### config.mk
export PLATFORM = sky130hd
export DESIGN_NAME = aer_out_fifo_tx_flat
export DESIGN_NICKNAME = d
export VERILOG_FILES = /design/src/rtl/aer_out_fifo_tx_if.sv /design/src/rtl/aer_out_fifo_tx.sv /design/src/flat_wrapper.sv
export SDC_FILE = /design/constraint.sdc
export NUM_CORES = 1
export LEC_CHECK = 0
export ABC_AREA = 0
export CORE_ASPECT_RATIO = 1.2
export CORE_UTILIZATION = 32
export CTS_CLUSTER_SIZE = 24
export DETAILED_ROUTE_END_ITERATION = 10
export PLACE_DENSITY = 0.56
export SYNTH_ARGS = -nofsm -noshare
export SYNTH_HDL_FRONTEND = slang
export SYNTH_SLANG_ARGS = --single-unit
### constraint.sdc
create_clock -name CLK -period 4.26 [get_ports CLK]
set_input_delay 0.426 -clock CLK [delete_from_list [all_inputs] [get_ports CLK]]
set_output_delay 0.426 -clock CLK [all_outputs]
set_load 0.02 [all_outputs]
### src/rtl/aer_out_fifo_tx_if.sv
// Sorter-side event stream and AER link signals of the buffered AER transmitter.
// Event stream: a transfer happens on every CLK edge where IN_VALID and IN_READY are both high;
// the source holds IN_ADDR stable while IN_VALID is high, and IN_READY never depends on IN_VALID.
interface aer_out_fifo_tx_if #(
    parameter int ADDR_W = 10
);
    logic [ADDR_W-1:0] IN_ADDR;
    logic              IN_VALID;
    logic              IN_READY;
    logic [ADDR_W-1:0] AERIN_ADDR;
    logic              AERIN_REQ;
    logic              AERIN_ACK;

    modport master (
        output IN_ADDR,
        output IN_VALID,
        input  IN_READY,
        input  AERIN_ADDR,
        input  AERIN_REQ,
        output AERIN_ACK
    );

    modport slave (
        input  IN_ADDR,
        input  IN_VALID,
        output IN_READY,
        output AERIN_ADDR,
        output AERIN_REQ,
        input  AERIN_ACK
    );
endinterface

### src/rtl/aer_out_fifo_tx.sv
// Buffered AER transmitter: event FIFO drained onto a 4-phase REQ/ACK link
// with a synchronised ACK, programmable address setup and an ACK timeout.
module aer_out_fifo_tx #(
    parameter int ADDR_W       = 10,
    parameter int FIFO_DEPTH   = 8,
    parameter int SYNC_STAGES  = 2,
    parameter int SETUP_CYCLES = 1,
    parameter int ACK_TIMEOUT  = 1024,
    parameter int CNT_W        = $clog2(FIFO_DEPTH + 1)
) (
    input  logic                 CLK,
    input  logic                 RST,
    aer_out_fifo_tx_if.slave     bus,
    output logic                 BUSY,
    output logic [CNT_W-1:0]     FIFO_COUNT,
    output logic                 TIMEOUT_ERR,
    input  logic                 ERR_CLR,
    output logic [1:0]           DBG_STATE
);
    localparam int PTR_W = $clog2(FIFO_DEPTH);
    localparam int SU_W  = (SETUP_CYCLES > 1) ? $clog2(SETUP_CYCLES) : 1;
    localparam int TO_W  = (ACK_TIMEOUT > 1) ? $clog2(ACK_TIMEOUT) : 1;
    localparam logic [SU_W-1:0] SU_LOAD = SU_W'((SETUP_CYCLES > 0) ? SETUP_CYCLES - 1 : 0);
    localparam logic [TO_W-1:0] TO_LAST = TO_W'((ACK_TIMEOUT > 0) ? ACK_TIMEOUT - 1 : 0);

    typedef enum logic [1:0] {S_IDLE, S_SETUP, S_REQ_HI, S_WAIT_ACK_LO} state_t;

    state_t              state, state_n;
    logic [ADDR_W-1:0]   mem [FIFO_DEPTH];
    logic [PTR_W-1:0]    wr_ptr, rd_ptr;
    logic [CNT_W-1:0]    count;
    logic                push, pop;
    logic [SYNC_STAGES-1:0] ack_sync;
    logic                ack_s;
    logic [ADDR_W-1:0]   addr_q, addr_n;
    logic                req_q, req_n;
    logic [SU_W-1:0]     su_cnt, su_cnt_n;
    logic [TO_W-1:0]     to_cnt, to_cnt_n;
    logic                to_hit;
    logic                err_q;

    assign bus.IN_READY = (count < CNT_W'(FIFO_DEPTH));
    assign push         = bus.IN_VALID & bus.IN_READY;

    // Count only moves on push xor pop; gating by IN_READY and !empty keeps it in range.
    always_ff @(posedge CLK or posedge RST) begin
        if (RST) begin
            wr_ptr <= '0;
            rd_ptr <= '0;
            count  <= '0;
        end else begin
            if (push) wr_ptr <= wr_ptr + PTR_W'(1);
            if (pop)  rd_ptr <= rd_ptr + PTR_W'(1);
            if (push && !pop)      count <= count + CNT_W'(1);
            else if (!push && pop) count <= count - CNT_W'(1);
        end
    end

    always_ff @(posedge CLK) begin
        if (push) mem[wr_ptr] <= bus.IN_ADDR;
    end

    always_ff @(posedge CLK or posedge RST) begin
        if (RST) ack_sync <= '0;
        else     ack_sync <= {ack_sync[SYNC_STAGES-2:0], bus.AERIN_ACK};
    end
    assign ack_s = ack_sync[SYNC_STAGES-1];

    always_ff @(posedge CLK or posedge RST) begin
        if (RST) begin
            state  <= S_IDLE;
            addr_q <= '0;
            req_q  <= 1'b0;
            su_cnt <= '0;
            to_cnt <= '0;
        end else begin
            state  <= state_n;
            addr_q <= addr_n;
            req_q  <= req_n;
            su_cnt <= su_cnt_n;
            to_cnt <= to_cnt_n;
        end
    end

    always_comb begin
        state_n  = state;
        addr_n   = addr_q;
        req_n    = req_q;
        su_cnt_n = su_cnt;
        to_cnt_n = to_cnt;
        pop      = 1'b0;
        to_hit   = 1'b0;
        case (state)
            S_IDLE: begin
                // A still-high ACK means the far side has not finished the last handshake.
                if (count != '0 && !ack_s) begin
                    pop    = 1'b1;
                    addr_n = mem[rd_ptr];
                    if (SETUP_CYCLES == 0) begin
                        req_n    = 1'b1;
                        to_cnt_n = '0;
                        state_n  = S_REQ_HI;
                    end else begin
                        su_cnt_n = SU_LOAD;
                        state_n  = S_SETUP;
                    end
                end
            end
            S_SETUP: begin
                if (su_cnt != '0) begin
                    su_cnt_n = su_cnt - SU_W'(1);
                end else if (!ack_s) begin
                    req_n    = 1'b1;
                    to_cnt_n = '0;
                    state_n  = S_REQ_HI;
                end
            end
            S_REQ_HI: begin
                if (ack_s) begin
                    req_n   = 1'b0;
                    state_n = S_WAIT_ACK_LO;
                end else if (ACK_TIMEOUT != 0 && to_cnt == TO_LAST) begin
                    req_n   = 1'b0;
                    to_hit  = 1'b1;
                    state_n = S_WAIT_ACK_LO;
                end else if (ACK_TIMEOUT != 0) begin
                    to_cnt_n = to_cnt + TO_W'(1);
                end
            end
            S_WAIT_ACK_LO: begin
                if (!ack_s) state_n = S_IDLE;
            end
            default: state_n = S_IDLE;
        endcase
    end

    // A timeout in the same cycle as ERR_CLR keeps the flag set.
    always_ff @(posedge CLK or posedge RST) begin
        if (RST)          err_q <= 1'b0;
        else if (to_hit)  err_q <= 1'b1;
        else if (ERR_CLR) err_q <= 1'b0;
    end

    assign bus.AERIN_ADDR = addr_q;
    assign bus.AERIN_REQ  = req_q;
    assign FIFO_COUNT     = count;
    assign TIMEOUT_ERR    = err_q;
    assign BUSY           = (state != S_IDLE) || (count != '0);
    assign DBG_STATE      = state;
endmodule

### src/flat_wrapper.sv
// flat-port wrapper written by rule: the top's interface ports become plain ports
module aer_out_fifo_tx_flat 
#(
    parameter int ADDR_W       = 10,
    parameter int FIFO_DEPTH   = 8,
    parameter int SYNC_STAGES  = 2,
    parameter int SETUP_CYCLES = 1,
    parameter int ACK_TIMEOUT  = 1024,
    parameter int CNT_W        = $clog2(FIFO_DEPTH + 1)
)
  (CLK, RST, BUSY, FIFO_COUNT, TIMEOUT_ERR, ERR_CLR, DBG_STATE, bus_IN_ADDR, bus_IN_VALID, bus_IN_READY, bus_AERIN_ADDR, bus_AERIN_REQ, bus_AERIN_ACK);
  aer_out_fifo_tx_if #(.ADDR_W(ADDR_W)) bus_i ();
  input  logic CLK;
  input  logic RST;
  output logic BUSY;
  output logic [CNT_W-1:0] FIFO_COUNT;
  output logic TIMEOUT_ERR;
  input  logic ERR_CLR;
  output logic [1:0] DBG_STATE;
  input wire logic [$bits(bus_i.IN_ADDR)-1:0] bus_IN_ADDR;
  input wire logic [$bits(bus_i.IN_VALID)-1:0] bus_IN_VALID;
  output wire logic [$bits(bus_i.IN_READY)-1:0] bus_IN_READY;
  output wire logic [$bits(bus_i.AERIN_ADDR)-1:0] bus_AERIN_ADDR;
  output wire logic [$bits(bus_i.AERIN_REQ)-1:0] bus_AERIN_REQ;
  input wire logic [$bits(bus_i.AERIN_ACK)-1:0] bus_AERIN_ACK;
  assign bus_i.IN_ADDR = bus_IN_ADDR;
  assign bus_i.IN_VALID = bus_IN_VALID;
  assign bus_IN_READY = bus_i.IN_READY;
  assign bus_AERIN_ADDR = bus_i.AERIN_ADDR;
  assign bus_AERIN_REQ = bus_i.AERIN_REQ;
  assign bus_i.AERIN_ACK = bus_AERIN_ACK;
  aer_out_fifo_tx #(.ADDR_W(ADDR_W), .FIFO_DEPTH(FIFO_DEPTH), .SYNC_STAGES(SYNC_STAGES), .SETUP_CYCLES(SETUP_CYCLES), .ACK_TIMEOUT(ACK_TIMEOUT), .CNT_W(CNT_W)) u_core (.CLK(CLK), .RST(RST), .bus(bus_i), .BUSY(BUSY), .FIFO_COUNT(FIFO_COUNT), .TIMEOUT_ERR(TIMEOUT_ERR), .ERR_CLR(ERR_CLR), .DBG_STATE(DBG_STATE));
endmodule
==> results_dict.tcl, run 1 <==
set metrics [dict create \
    outcome "finished, final reports clean" \
    rsz0062_at_grt "false" \
    async_flop_share_pct 31.0 \
    grt_pass1_vias 2778 \
    p_int_mw 3.03 \
    r2r_slack_ns 1.11 \
    period_minus_slack_ns 3.15 \
    final-setup-viol-count 0 \
    synth_edf_count 80 \
    synthCells 299 \
    via_per_inst 4.88 \
    path_cells "inv_1, ha_1, nor3b_2, buf_4, inv_1, ha_1, inv_1, ha_1, a21o_1, a2111oi_0, a31oi_1, a221o_1" \
    synth_top_area_share_pct 49.2 \
    cp_slowest_cell "a2111oi_0" \
    dr.pass1.iters 4 \
    routabilityCongestion 0.774 \
    arrival_ns 3.45 \
    clockRootBuffer "clkbuf_16" \
    fin_area_sq_mm 0.00611 \
    syn_nets 325 \
    synthTopCellsByArea "edfxtp_1, dfrtp_1, mux4_2, ha_1, mux2i_1" \
    required_ns 4.56 \
    antennaDiodeCount 0 \
    avgRoutedWirePerCell_um 16.9 \
    crit_family "compound AO/OA/AOI/OAI gates" \
    fp.coreArea_sq_mm 0.0150 \
    rows 49 \
    grtUsageMet1_pct 15.2 \
    fp.dieH_um 137 \
    met2_usage_pct 22.6 \
    yosysSeqAreaShare_pct 67.6 \
    cts_setup_buffers 0 \
    seqPwrFrac_pct 38.3 \
    power.density_mw_per_mm2 722 \
    start_kind "flop" \
    ys_warn_count 0 \
    htree_num_levels 4 \
    antenna_found_initial 0 \
    dpl_cell_area_sq_mm 0.00549 \
    p_comb_share_pct 28.3 \
    path_class "flop to flop" \
    hpwlAfterDp_um 6080 \
    routed-via-count 2760 \
    synth_ff_type "edfxtp_1" \
    netlist.top_cell.by_area "edfxtp_1" \
    fin_crit_sh_pct 74.0 \
    routed_wirelength_um 9550 \
    initial_core_util_pct 32.6 \
    slew_viol_final 0 \
    clk_latency_ns 0.41 \
    ys_seq_elements 116 \
    vdd_drop_max_mv 0.278 \
    drv_cap 0 \
    cts_tree "yes" \
    synthToLayoutAreaGrowth_pct 25.0 \
    hold_buffers 0 \
    cp_slowest_stage_delay_ns 0.51 \
    crit_fanout 24 \
    min_path_type "flop to flop" \
    finalPower_mw 4.41 \
    cp-end-kind "flop" \
    die_w_um 115 \
    swShare_pct 31.2 \
    clk_pin_slew_ns 0.05 \
    drt_iter0_markers 155 \
    cts_sinks 116 \
    grt_pass1_wl_um 15000 \
    p_leak_nw 2.20 \
    utilization_pct 40.8 \
    ant_nets 0 \
    syn_avg_cell_area_sq_um 16.3 \
    hold_viol 0 \
    die_area_sq_mm 0.0158 \
    fin_nets 375 \
    grt_max_degree 37 \
    ys_types 53 \
    netlist_area_sq_mm 0.00488 \
    p_sw_mw 1.38 \
    track_usage_pct 13.5 \
    tns_ns 0 \
    cts_buffers 17 \
    slew_headroom_pct 34.2 \
    crit_buf_inv 4 \
    clock_skew_ns 0.00620 \
    grt.overflow.total 0 \
    drive_above_1_share_pct 21.5 \
    use_met3_pct 3.92 \
    worstMarginPinSlew_ns 0.987 \
    ios 35 \
    max_freq_ghz 0.317 \
    drc 0 \
    power_frac_clock_pct 33.4 \
    cts_resized 0 \
    cts_buffer_depth 2 \
    grt.busiest_layer "met2" \
    io_buffer_count 34 \
]
cell usage after synthesis (all sizes together) (4+ instances only):
library cell  instances
nand2                16
clkbuf                6
ha                   10
nor3                  6
nor3b                 5
dfrtp                36
nand3                 5
o21ai                 4
nand4                 4
inv                   8
edfxtp               80
a21oi                14
mux2i                10
buf                   8
mux2                  4
nor2                 17
mux4                 20
xnor2                 4
layout by cell type, fill, tap and decap left out, drive strengths merged, types with 2 or more instances in the layout:
cell type      instances
clkbuf                18
dfrtp                 36
xnor2                  4
o21ai                  4
buf                   11
a31o                   3
edfxtp                80
mux2i                 10
nor2                  17
bufinv                 4
clkdlybuf4s50         34
a31oi                  3
a21oi                 14
mux2                   4
nand4                  4
nand2b                 3
inv                    9
nor3                   6
nor2b                  2
nand2                 16
nand3                  5
clkinv                 8
nor3b                  5
nor4b                  3
o41ai                  2
nor4                   3
and3                   2
mux4                  20
a21o                   3
xor2                   2
and4                   2
ha                    10
flip-flops by register name, indices dropped and copies added (netlist names):
register,flops
u_core.mem,80
u_core.bus.AERIN_ADDR,10
u_core.to_cnt,10
u_core.FIFO_COUNT,4
u_core.rd_ptr,3
u_core.wr_ptr,3
u_core.DBG_STATE,2
u_core.ack_sync,2
u_core.TIMEOUT_ERR,1
u_core.bus.AERIN_REQ,1
worst paths after layout:
check                                     from                    to  cells after the start
max                        u_core.DBG_STATE[1]  u_core.FIFO_COUNT[3]                     12
min                         u_core.ack_sync[0]    u_core.ack_sync[1]                      0
max reg2reg                u_core.DBG_STATE[1]  u_core.FIFO_COUNT[3]                     12
min reg2reg                 u_core.ack_sync[0]    u_core.ack_sync[1]                      0
max in group asynchronous                  RST      u_core.rd_ptr[0]                      3
min in group asynchronous                  RST  u_core.FIFO_COUNT[3]                      3
metal layers:
layer	up-vias	part of all wire [%]
met3	15	4.0
met5	-	0
li1	1278	-
met1	1420	43
met2	47	51
met4	0	2.0
metrics by stage:
stage | worst slack (ns) | hold WS (ns) | std cells
after CTS | 1.12 | 0.385 | 566
after detailed placement | 0.994 | 0.352 | 534
after floorplan | 1.15 | 0.331 | 299
after global routing | 0.821 | 0.395 | 566
after global placement | 1.12 | 0.386 | 534
final | 1.11 | 0.383 | 566
final cells by class:
cell class / instances / area, sq um
inverters: 8 / 30.0
clock inverters: 14 / 185
multi-input cells: 161 / 1480
well taps: 204 / 255
fillers: 1403 / 8850
repair buffers: 45 / 423
clock buffers: 18 / 429
flip-flops and latches: 116 / 3300
kinds of logic after synthesis:
| family | count (synthesis) | synth area share (%) |
|---|---|---|
| muxes | 34 | 12.3 |
| and+or+nand+nor | 71 | 7.94 |
| adders and majority gates | 11 | 2.97 |
| xor gates and xnor gates | 6 | 1.08 |
| AOI/OAI and AO/OA | 39 | 6.02 |
| DFF | 116 | 67.6 |
| buffers and inverters | 22 | 2.08 |
power groups by stage:
stage                     combinational, mW  sequential (mW)  clock (mW)
after floorplan                       0.880             1.63           0
after global routing                   1.36             1.72        1.55
after CTS                              1.27             1.70        1.50
after global placement                 1.24             1.71           0
final                                  1.25             1.69        1.47
after detailed placement               1.26             1.72           0
Note: power is estimated with default switching activity, not from simulation.
==> inputs of run 2 (changes only) <==
clock period = 3.25 ns   (was 4.26 ns; I/O delays follow)
==> run 2 against run 1 <==
  * Design area about the same
  * Final cell count increased by 0.35%
  * Register-to-register slack got worse by 0.66 ns
  * Maximum frequency increased by 13%
  * Die area unchanged
  * Flip-flop and latch count unchanged
  * Sequential power increased by 24%
  * Clock-buffer cell count unchanged
  * Total power increased by 29%
  * Sequential share of layout area about the same
  * Clock skew increased by 0.0025 ns
==> results_dict.tcl, run 2 (synthesis gave the netlist of run 1 again) <==
set metrics [dict create \
    fin_nets 378 \
    reg2reg_to "u_core.FIFO_COUNT[3]" \
    drt_iter0_markers 154 \
    worstMarginPinSlew_ns 0.696 \
    hold_buffers 0 \
    hpwlAfterDp_um 6110 \
    routabilityCongestion 0.856 \
    grt_max_degree 37 \
    cts_buffers 17 \
    crit_fanout 5 \
    clock_skew_ns 0.00870 \
    power.density_mw_per_mm2 933 \
    synthToLayoutAreaGrowth_pct 24.9 \
    vdd_drop_max_mv 0.359 \
    track_usage_pct 13.8 \
    rsz0062_at_grt "false" \
    initial_core_util_pct 32.6 \
    final-setup-viol-count 0 \
    worstRegToRegCells 11 \
    cp-end-kind "flop" \
    crit_buf_inv 3 \
    grt_pass1_vias 2812 \
    pre_cts_ws_ns 0.469 \
    final_common_cell "edfxtp_1" \
    min_path_type "input pin to asynchronous set/reset pin" \
    p_leak_nw 2.19 \
    drc 0 \
    fp.dieH_um 137 \
    rr_startpoint "u_core.DBG_STATE[0]" \
    clk_latency_ns 0.41 \
    die_w_um 115 \
    setup_slack_ns 0.450 \
    top_register "u_core.mem" \
    htree_num_levels 4 \
    antennaDiodeCount 0 \
    critPathLaunch "u_core.DBG_STATE[0]" \
    cts_setup_buffers 0 \
    fin_crit_sh_pct 86.1 \
    routed-via-count 2736 \
    start_kind "flop" \
    avgRoutedWirePerCell_um 16.8 \
    clockRootBuffer "clkbuf_16" \
    antenna_found_initial 0 \
    utilization_pct 40.8 \
    dr.pass1.iters 4 \
    r2r_slack_ns 0.45 \
    mostFrequentLayoutCells "edfxtp_1, dfrtp_1, clkdlybuf4s50_1" \
    cp_slowest_stage_delay_ns 0.43 \
    required_ns 3.54 \
    n_fill_cell 1412 \
    grt_pass1_wl_um 15400 \
    io_buffer_count 34 \
    die_area_sq_mm 0.0158 \
    grt.overflow.total 0 \
    tns_ns 0 \
    cts_buffer_depth 2 \
    ios 35 \
    cts_resized 0 \
    hold_viol 0 \
    max_freq_ghz 0.357 \
    drv_cap 0 \
    via_per_inst 4.82 \
    drive_above_1_share_pct 21.7 \
    rows 49 \
    arrival_ns 3.09 \
    outcome "finished, final reports clean" \
    fin_cells 568 \
    cp_slowest_cell "dfrtp_1" \
    slew_viol_final 0 \
    routed_wirelength_um 9530 \
    clk_pin_slew_ns 0.05 \
    path_class "flop to flop" \
    fp.coreArea_sq_mm 0.0150 \
    cp_num_cells 11 \
    cts_sinks 116 \
    period_minus_slack_ns 2.80 \
    path_cells "inv_1, ha_1, nor3b_2, inv_1, ha_1, inv_1, ha_1, a21o_1, a2111oi_0, a31oi_1, a221o_1" \
    slew_headroom_pct 53.6 \
    crit_family "compound AO/OA/AOI/OAI gates" \
    cts_tree "yes" \
    largest_reg_flops 80 \
    ant_nets 0 \
    dp.cells 537 \
]
-- run 2: cell types whose count changed in the layout (fill, tap and decap cells not counted), sizes merged --
cell,change
bufinv,-1
inv,+1
buf,+3
clkinv,-4
clkinvlp,+3
-- run 2: layout make-up --
type / instances / area (sq um) / area share (%)
clock buffer: 18 / 429 / 7.03
clock inverter: 13 / 159 / 2.60
inverter: 8 / 30.0 / 0.492
multi-input combinational: 161 / 1480 / 24.2
sequential: 116 / 3300 / 54.1
tap: 204 / 255 / 4.18
timing repair buffer: 48 / 445 / 7.30
-- run 2: power breakdown --
part | switching (mW) | leakage, nW | internal (mW)
Combinational | 0.891 | 0.753 | 0.860
Sequential | 0.245 | 1.16 | 1.85
Clock | 0.646 | 0.274 | 1.20
-- run 2: worst reg2reg max path, stage by stage, from the launching register on --
cell and delay [ns]:
dfrtp_1 0.43, inv_1 0.11, ha_1 0.23, nor3b_2 0.21, inv_1 0.07, ha_1 0.22
inv_1 0.16, ha_1 0.26, a21o_1 0.20, a2111oi_0 0.40, a31oi_1 0.08, a221o_1 0.32
-- run 2: routing by layer --
metal | up-vias | part of all wire [%] | global-route usage, % | routed length (um)
met5 | - | 0 | 0 | 0
met4 | 0 | 2.3 | 7.50 | 223
met3 | 16 | 3.5 | 3.70 | 330
met2 | 47 | 52 | 23.5 | 4920
met1 | 1391 | 43 | 16.0 | 4060
li1 | 1282 | - | - | -
-- run 2: worst max path at each step --
stage | to
final | u_core.FIFO_COUNT[3]
after detailed placement | u_core.FIFO_COUNT[3]
after floorplan | u_core.FIFO_COUNT[3]
after CTS | u_core.FIFO_COUNT[3]
after global routing | u_core.FIFO_COUNT[3]
after global placement | u_core.FIFO_COUNT[3]
-- run 2: stage by stage --
| step | hold WS (ns) | total power, mW | area [sq um] |
|---|---|---|---|
| floorplan | 0.331 | 3.29 | 4880 |
| finish | 0.326 | 5.69 | 6100 |
| CTS | 0.344 | 5.78 | 6100 |
| global placement | 0.385 | 3.88 | 5510 |
| global route | 0.356 | 6.02 | 6100 |
| detailed placement | 0.348 | 3.92 | 5510 |
